--- src/rtl/fifo_ptr_pkg.sv ---
// Shared pointer helpers for the async FIFO write/read pointer handlers.
// Functions work on a 16-bit container; callers zero-extend and truncate.
package fifo_ptr_pkg;

    localparam int PTR_WIDTH_DEF = 4;
    localparam int AF_MARGIN_DEF = 2;
    localparam int PTR_MAX_W     = 16;

    function automatic logic [PTR_MAX_W-1:0] bin2gray(input logic [PTR_MAX_W-1:0] b);
        return b ^ (b >> 1);
    endfunction

    // Zero-extended high bits leave the low bits of the result unaffected.
    function automatic logic [PTR_MAX_W-1:0] gray2bin(input logic [PTR_MAX_W-1:0] g);
        logic [PTR_MAX_W-1:0] b;
        b[PTR_MAX_W-1] = g[PTR_MAX_W-1];
        for (int i = PTR_MAX_W-2; i >= 0; i--) begin
            b[i] = b[i+1] ^ g[i];
        end
        return b;
    endfunction

endpackage

--- src/rtl/gray2bin.sv ---
// Combinational Gray-to-binary converter of parametrised width.
module gray2bin #(
    parameter int W = 4
) (
    input  logic [W-1:0] gray,
    output logic [W-1:0] bin
);

    logic [fifo_ptr_pkg::PTR_MAX_W-1:0] bin_full;

    assign bin_full = fifo_ptr_pkg::gray2bin(fifo_ptr_pkg::PTR_MAX_W'(gray));
    assign bin      = bin_full[W-1:0];

endmodule

--- src/rtl/wptr_ctrl.sv ---
// Write-side pointer handler of an async FIFO: binary/Gray write pointer,
// full/almost_full, write-side level, write ack and sticky overflow.
module wptr_ctrl
    import fifo_ptr_pkg::*;
#(
    parameter int PTR_WIDTH = PTR_WIDTH_DEF,
    parameter int AF_MARGIN = AF_MARGIN_DEF
) (
    input  logic                 w_clk,
    input  logic                 w_rst_n,
    input  logic                 w_en,
    input  logic [PTR_WIDTH-1:0] g_rptr_sync,
    input  logic                 ovf_clr,
    output logic [PTR_WIDTH-1:0] b_wptr,
    output logic [PTR_WIDTH-1:0] g_wptr,
    output logic                 full,
    output logic                 almost_full,
    output logic [PTR_WIDTH-1:0] wr_level,
    output logic                 wr_ack,
    output logic                 overflow
);

    localparam logic [PTR_WIDTH:0]   DEPTH_W   = (PTR_WIDTH+1)'(1) << (PTR_WIDTH-1);
    localparam logic [PTR_WIDTH:0]   AF_W      = (PTR_WIDTH+1)'(AF_MARGIN);
    // Full when the write Gray pointer equals the read one with its top two bits inverted.
    localparam logic [PTR_WIDTH-1:0] FULL_MASK = PTR_WIDTH'(2'b11) << (PTR_WIDTH-2);

    logic [PTR_WIDTH-1:0] b_rptr;
    logic [PTR_WIDTH-1:0] b_wptr_d, b_wptr_q;
    logic [PTR_WIDTH-1:0] g_wptr_d, g_wptr_q;
    logic [PTR_WIDTH-1:0] level_d, level_q;
    logic [PTR_WIDTH:0]   free_slots;
    logic                 full_d, full_q;
    logic                 af_d, af_q;
    logic                 ack_d, ack_q;
    logic                 ovf_d, ovf_q;
    logic                 wr_acc;

    gray2bin #(.W(PTR_WIDTH)) u_rptr_g2b (
        .gray (g_rptr_sync),
        .bin  (b_rptr)
    );

    always_comb begin
        wr_acc     = w_en & ~full_q;
        b_wptr_d   = b_wptr_q + PTR_WIDTH'(wr_acc);
        g_wptr_d   = PTR_WIDTH'(bin2gray(PTR_MAX_W'(b_wptr_d)));
        full_d     = (g_wptr_d == (g_rptr_sync ^ FULL_MASK));
        level_d    = b_wptr_d - b_rptr;
        free_slots = DEPTH_W - {1'b0, level_d};
        af_d       = (free_slots <= AF_W);
        ack_d      = wr_acc;
        // A fresh overflow attempt takes priority over a clear request.
        ovf_d      = (w_en & full_q) | (ovf_q & ~ovf_clr);
    end

    always_ff @(posedge w_clk or negedge w_rst_n) begin
        if (!w_rst_n) begin
            b_wptr_q <= '0;
            g_wptr_q <= '0;
            full_q   <= 1'b0;
            af_q     <= 1'b0;
            level_q  <= '0;
            ack_q    <= 1'b0;
            ovf_q    <= 1'b0;
        end else begin
            b_wptr_q <= b_wptr_d;
            g_wptr_q <= g_wptr_d;
            full_q   <= full_d;
            af_q     <= af_d;
            level_q  <= level_d;
            ack_q    <= ack_d;
            ovf_q    <= ovf_d;
        end
    end

    assign b_wptr      = b_wptr_q;
    assign g_wptr      = g_wptr_q;
    assign full        = full_q;
    assign almost_full = af_q;
    assign wr_level    = level_q;
    assign wr_ack      = ack_q;
    assign overflow    = ovf_q;

endmodule

--- config.mk ---
export PLATFORM = sky130hd
export DESIGN_NAME = wptr_ctrl
export DESIGN_NICKNAME = d
export VERILOG_FILES = /design/src/rtl/fifo_ptr_pkg.sv /design/src/rtl/gray2bin.sv /design/src/rtl/wptr_ctrl.sv
export SDC_FILE = /design/constraint.sdc
export NUM_CORES = 1
export LEC_CHECK = 0
export ABC_AREA = 1
export CORE_MARGIN = 3
export CORE_UTILIZATION = 30
export CTS_CLUSTER_DIAMETER = 120
export DETAILED_ROUTE_END_ITERATION = 6
export PLACE_DENSITY = 0.61
export SLEW_MARGIN = 20
export SYNTH_ARGS = -nofsm -noshare
export SYNTH_HDL_FRONTEND = slang
export SYNTH_SLANG_ARGS = --single-unit
--- constraint.sdc ---
create_clock -name w_clk -period 4.4 [get_ports w_clk]
set_input_delay 0.44 -clock w_clk [delete_from_list [all_inputs] [get_ports w_clk]]
set_output_delay 0.44 -clock w_clk [all_outputs]
set_load 0.02 [all_outputs]
### After elaboration in Yosys (flattened, before gate mapping)

Index checks and enable logic that the tools add are counted.
Widths: inputs -> output; s select.

| storage, ports and cells | value |
|---|---|
| bits in registers | 16 |
| input port bits | 8 |
| output and inout bits | 16 |
| word-level logic and storage cells | 23 |

| cells by class | value |
|---|---|
| $add $sub $neg | 3 |
| magnitude comparators | 1 |
| equal/unequal tests | 1 |
| bitwise gates (word level) | 11 |

Operator list:

| kind | number |
|---|---|
| $le 5x2->1 const B | 1 |
| $sub 4x4->5 const A | 1 |
| $add 4x1->4 | 1 |
| $eq 4x4->1 | 1 |
| $sub 4x4->4 | 1 |
| $xor 4x3->4 | 1 |
| $and 1x1->1 | 3 |
| $xor 1x1->1 | 3 |
| $not 1->1 | 2 |
| $not 2->2 | 1 |
| $or 1x1->1 | 1 |

### Depth between registers and ports, before layout

| depth | value |
|---|---|
| word-level depth | 6 |
| depth in mapped cells | 16 |
| gate-level depth less buffers | 16 |

### Hierarchy

A second synthesis with hierarchy kept.

| unflattened totals | value |
|---|---|
| cell total of the unflattened synthesis | 101 |
| area total of the unflattened synthesis | 889.6 µm² |

By module, submodules not included:

| module | times used | cells an instance | area each (µm²) | seq. area each (µm²) |
|---|---|---|---|---|
| wptr_ctrl | 1 | 83 | 795.8 | 375.4 |
| gray2bin | 1 | 18 | 93.8 | 0.0 |

### Worst setup path before layout

OpenSTA, ideal clock, no wires.

| timing | value |
|---|---|
| path kind | reg2reg |
| start | register full_q, in the netlist full |
| end | register af_q, in the netlist almost_full |
| setup time | 0.119 ns |
| arrival time | 2.239 ns |
| data required time | 4.281 ns |
| path slack | 2.042 ns |
| cell stages (with the launch flop) | 15 |
| buffers on the path | 0 |
| clock period less this slack | 2.358 ns |
| cells stage by stage | dfrtp_1 > nor2_1 > ha_1 > ha_1 > nand3b_1 > nand2_1 > inv_1 > ha_1 > inv_1 > ha_1 > nand2_1 > nand2_1 > clkinv_1 > nand2_1 > nor2_1 |

| between the ends | value |
|---|---|
| cells in the longest elaborated chain, start to end | 6 |

RTL lines:

| element | RTL line | source |
|---|---|---|
| from (decl) | wptr_ctrl.sv:33 | `logic full_d, full_q;` |
| from (signal assigned) | wptr_ctrl.sv:69 | `full_q <= full_d;` |
| $not 1->1 | wptr_ctrl.sv:45 | `wr_acc = w_en & ~full_q;` |
| $and 1x1->1 | wptr_ctrl.sv:45 |  |
| named net ack_d | wptr_ctrl.sv:35 | `logic ack_d, ack_q;` |
| $add 4x1->4 | wptr_ctrl.sv:46 | `b_wptr_d = b_wptr_q + PTR_WIDTH'(wr_acc);` |
| named net b_wptr_d[1] | wptr_ctrl.sv:29 | `logic [PTR_WIDTH-1:0] b_wptr_d, b_wptr_q;` |
| $sub 4x4->4 | wptr_ctrl.sv:49 | `level_d = b_wptr_d - b_rptr;` |
| named net level_d[1] | wptr_ctrl.sv:31 | `logic [PTR_WIDTH-1:0] level_d, level_q;` |
| $sub 4x4->5 | wptr_ctrl.sv:50 | `free_slots = DEPTH_W - {1'b0, level_d};` |
| $le 5x2->1 | wptr_ctrl.sv:51 | `af_d = (free_slots <= AF_W);` |
| named net af_d | wptr_ctrl.sv:34 | `logic af_d, af_q;` |
| to (signal assigned) | wptr_ctrl.sv:62 | `af_q <= 1'b0;` |
| to (signal assigned) | wptr_ctrl.sv:70 | `af_q <= af_d;` |
| to (decl) | wptr_ctrl.sv:34 |  |

The timed path passes the listed nets, and every way through them passes these cells.

### Worst setup path after layout

| timing | value |
|---|---|
| start | input port w_en |
| end | register af_q, in the netlist almost_full |

| between the ends | value |
|---|---|
| cells in the longest elaborated chain, start to end | 5 |

RTL lines:

| element | RTL line | source |
|---|---|---|
| from (decl) | wptr_ctrl.sv:11 | `input logic w_en,` |
| $and 1x1->1 | wptr_ctrl.sv:45 |  |
| named net ack_d | wptr_ctrl.sv:35 |  |
| $add 4x1->4 | wptr_ctrl.sv:46 |  |
| named net b_wptr_d[1] | wptr_ctrl.sv:29 |  |
| $sub 4x4->4 | wptr_ctrl.sv:49 |  |
| named net level_d[1] | wptr_ctrl.sv:31 |  |
| $sub 4x4->5 | wptr_ctrl.sv:50 |  |
| $le 5x2->1 | wptr_ctrl.sv:51 |  |
| named net af_d | wptr_ctrl.sv:34 |  |

The timed path passes the listed nets, and every way through them passes these cells.

==> summary.md <==
| Metric | Value |
|---|---|
| Status | finished clean |
| TritonCTS Buffers | 3 |
| Max layer used | met4 |
| Setup tns final | 0 ns |
| Ant diodes | 0 |
| Synth top area share | 44.3% |
| Finish-stage setup viols | 0 |
| Layout cells sized above 1 | 11.7% |
| Cell Rows | 18 |
| Register area share after synthesis | 44.3% |
| CTS sink count | 15 |
| 1st-pass router iterations | 4 |
| Max-slew headroom | 57.0% |
| DRT met1 WL | 660 um |
| Core area | 2590 um2 |
| Yosys cell types | 19 |
| Post_cts resized | 0 |
| I/O pin count | 24 |
| RePlAce Congestion | 0.691 |
| Slowest CP cell | clkdlybuf4s50_1 |
| Crit-path max FO | 7 |
| CP Class | in2reg |
| Wirelength, routed | 1.64 mm |
| Worst clock skew | 0.00145 ns |
| Worst path top cell family by delay | adder cells |
| Cts hold-fix bufs | 0 |
| Via count | 676 |
| CTS tree | done |
| Maximum Capacitance Violations | 0 |
| Critical Path AT | 2.88 ns |
| I/O Buffers | 23 |
| Most frequent cells in the layout | 23 x clkdlybuf4s50_1, 19 x nand2_1, 15 x dfrtp_1 |
| Initial Util | 32.7% |
| Hold/Removal Path Class | reg2reg |
| Yosys warning count | 0 |
| Drc violations | 0 |
| Met3 routed WL | 88 um |
| Synthesized area per cell | 9.01 um2 |
| Reg clk slew, reported paths | 0.08 ns |
| GRT Util Overall | 11.1% |
| Filler Cell Count | 257 |
| Peak VDD IR | 0.376 mV |
| Fmax | 370 MHz |
| Clock Tree Buf Depth | 2 |
| Period utilization | 61.4% |
| Most common cell after layout, fill and taps aside | clkdlybuf4s50_1 |
| WL met2 | 851 um |
| First-pass GRT wire length | 2.95 mm |
| P_leak | 0.565 nW |
| Hpwl dp | 1.37 mm |
| Routed vias/inst | 4.51 |
| Biggest area consumer among synthesized cells | dfrtp_1 |
| Synth Register Bits | 15 |
| Pin count of the biggest net entering global routing | 16 |
| Slew @ Worst Pin | 0.643 ns |
| Top area cells in the synthesized netlist | dfrtp_1 44%, ha_1 10%, nand2_1 8.4% |
| Cell area power density | 845 nW/um2 |
| Clk root buf | clkbuf_4 |
| Total power | 0.958 mW |
| Nets@finish | 136 |
| H-tree levels | 1 |
| Final hold violation count | 0 |
| Sequential Area | 375 um2 |
| CP Buf/Inv Count | 5 |
| Initial antenna violation count | 0 |
| Grt total ovfl | 0 |
| RSZ-0062 raised after global routing | no |
| Multi-input gate area | 404 um2 |
| Final min period | 2.70 ns |
| Die Wd | 59.1 um |
| Post-route ant nets | 0 |
| CP Data Required Time | 4.57 ns |
| CP startpoint kind | input pin |
| Post-synthesis cell count | 94 |
| Vias in the first global route | 693 |
| Max Slew Vio Count | 0 |
| Cell area after synthesis | 847 um2 |
| Die area | 3500 um2 |
| Clock latency on the worst-skew pair | 0.28 ns |
| Layout area overhead | 33.8% |
| Crit end category | flop |
| Crit-path cells | clkdlybuf4s50_1 -> inv_1 -> nor2_1 -> ha_1 -> ha_1 -> nand3b_1 -> nand2_1 -> inv_1 -> ha_1 -> inv_1 -> ha_1 -> nand2_1 -> nand2_1 -> clkinv_1 -> nand2_1 -> nor2_1 |
| DR iter-0 viols | 24 |
| Syn Nets | 109 |
| Postcts setup bufs | 0 |
| Crit path largest cell delay | 0.48 ns |
| Die height | 59.1 um |
| Mean routed wirelength per cell | 10.9 um |
cells by family after synthesis:
family | synth area share (%)
flops | 44.3
fa+ha+maj | 10.3
xor+xnor | 9.31
buf+inv | 7.98
compound gates | 1.77
simple gates | 26.3
worst register-to-register path, cell delays in order, from the launching register on:
cell and delay (ns):
dfrtp_1 0.41, nor2_1 0.17, ha_1 0.20, ha_1 0.32, nand3b_1 0.23, nand2_1 0.08, inv_1 0.04, ha_1 0.33
inv_1 0.06, ha_1 0.27, nand2_1 0.04, nand2_1 0.06, clkinv_1 0.05, nand2_1 0.06, nor2_1 0.04
sequential cells by signal (all words and copies together) (netlist names):
| name | count |
|---|---|
| g_wptr | 3 |
| wr_level | 4 |
| b_wptr | 4 |
| almost_full | 1 |
| wr_ack | 1 |
| full | 1 |
| overflow | 1 |
metrics by stage:
step	std cells	setup slack [ns]	hold slack, ns	area, um2	utilization, %
floorplan	94	2.04	0.144	847	-
global placement	146	1.43	0.466	1110	42.8
detailed placement	146	1.38	0.490	1110	42.8
CTS	150	1.68	0.517	1130	43.8
global route	150	1.41	0.567	1130	43.8
finish	150	1.70	0.509	1130	43.8
path summary, 6_finish.rpt:
| kind | startpoint | endpoint | slack [ns] | cells past startpoint |
|---|---|---|---|---|
| worst min-delay path | full | wr_ack | 0.51 | 1 |
| max in group asynchronous | w_rst_n | almost_full | 3.44 | 1 |
| worst max-delay path | w_en | almost_full | 1.70 | 16 |
| min in group asynchronous | w_rst_n | g_wptr[0] | 0.55 | 1 |
| worst max register to register | full | almost_full | 1.94 | 14 |
| worst min register to register | full | wr_ack | 0.51 | 1 |
cells in the mapped netlist:
master / n
inv_1: 13
nand3b_1: 2
nand2_2: 4
o21ai_0: 1
nor2_1: 4
dfrtp_1: 15
ha_1: 7
a21oi_1: 2
nand2_1: 19
nand2_4: 1
nand3_1: 8
xor2_1: 8
xnor2_1: 1
or2_4: 1
nor4_1: 1
inv_2: 2
nand3_2: 3
clkinv_1: 1
buf_4: 1
where the power goes:
part           switching (mW)  internal, mW  leakage (nW)
Sequential             0.0264         0.203         0.182
Clock                  0.0410        0.0352        0.0150
Combinational           0.378         0.275         0.368
Total                   0.445         0.513         0.565
cell type report:
| cell class | count | area share (%) |
|---|---|---|
| flip-flops and latches | 15 | 33.1 |
| multi-input cells | 62 | 35.7 |
| well taps | 30 | 3.31 |
| inverters | 16 | 5.30 |
| repair buffers | 23 | 20.3 |
| clock buffers | 4 | 2.32 |
routing by layer:
metal  up-vias  track usage (%)
li1        346                -
met5         -                0
met2        19             20.5
met4         0             6.80
met1       307             12.1
met3         4            0.871
No activity file was read; power rests on OpenSTA's default activity.
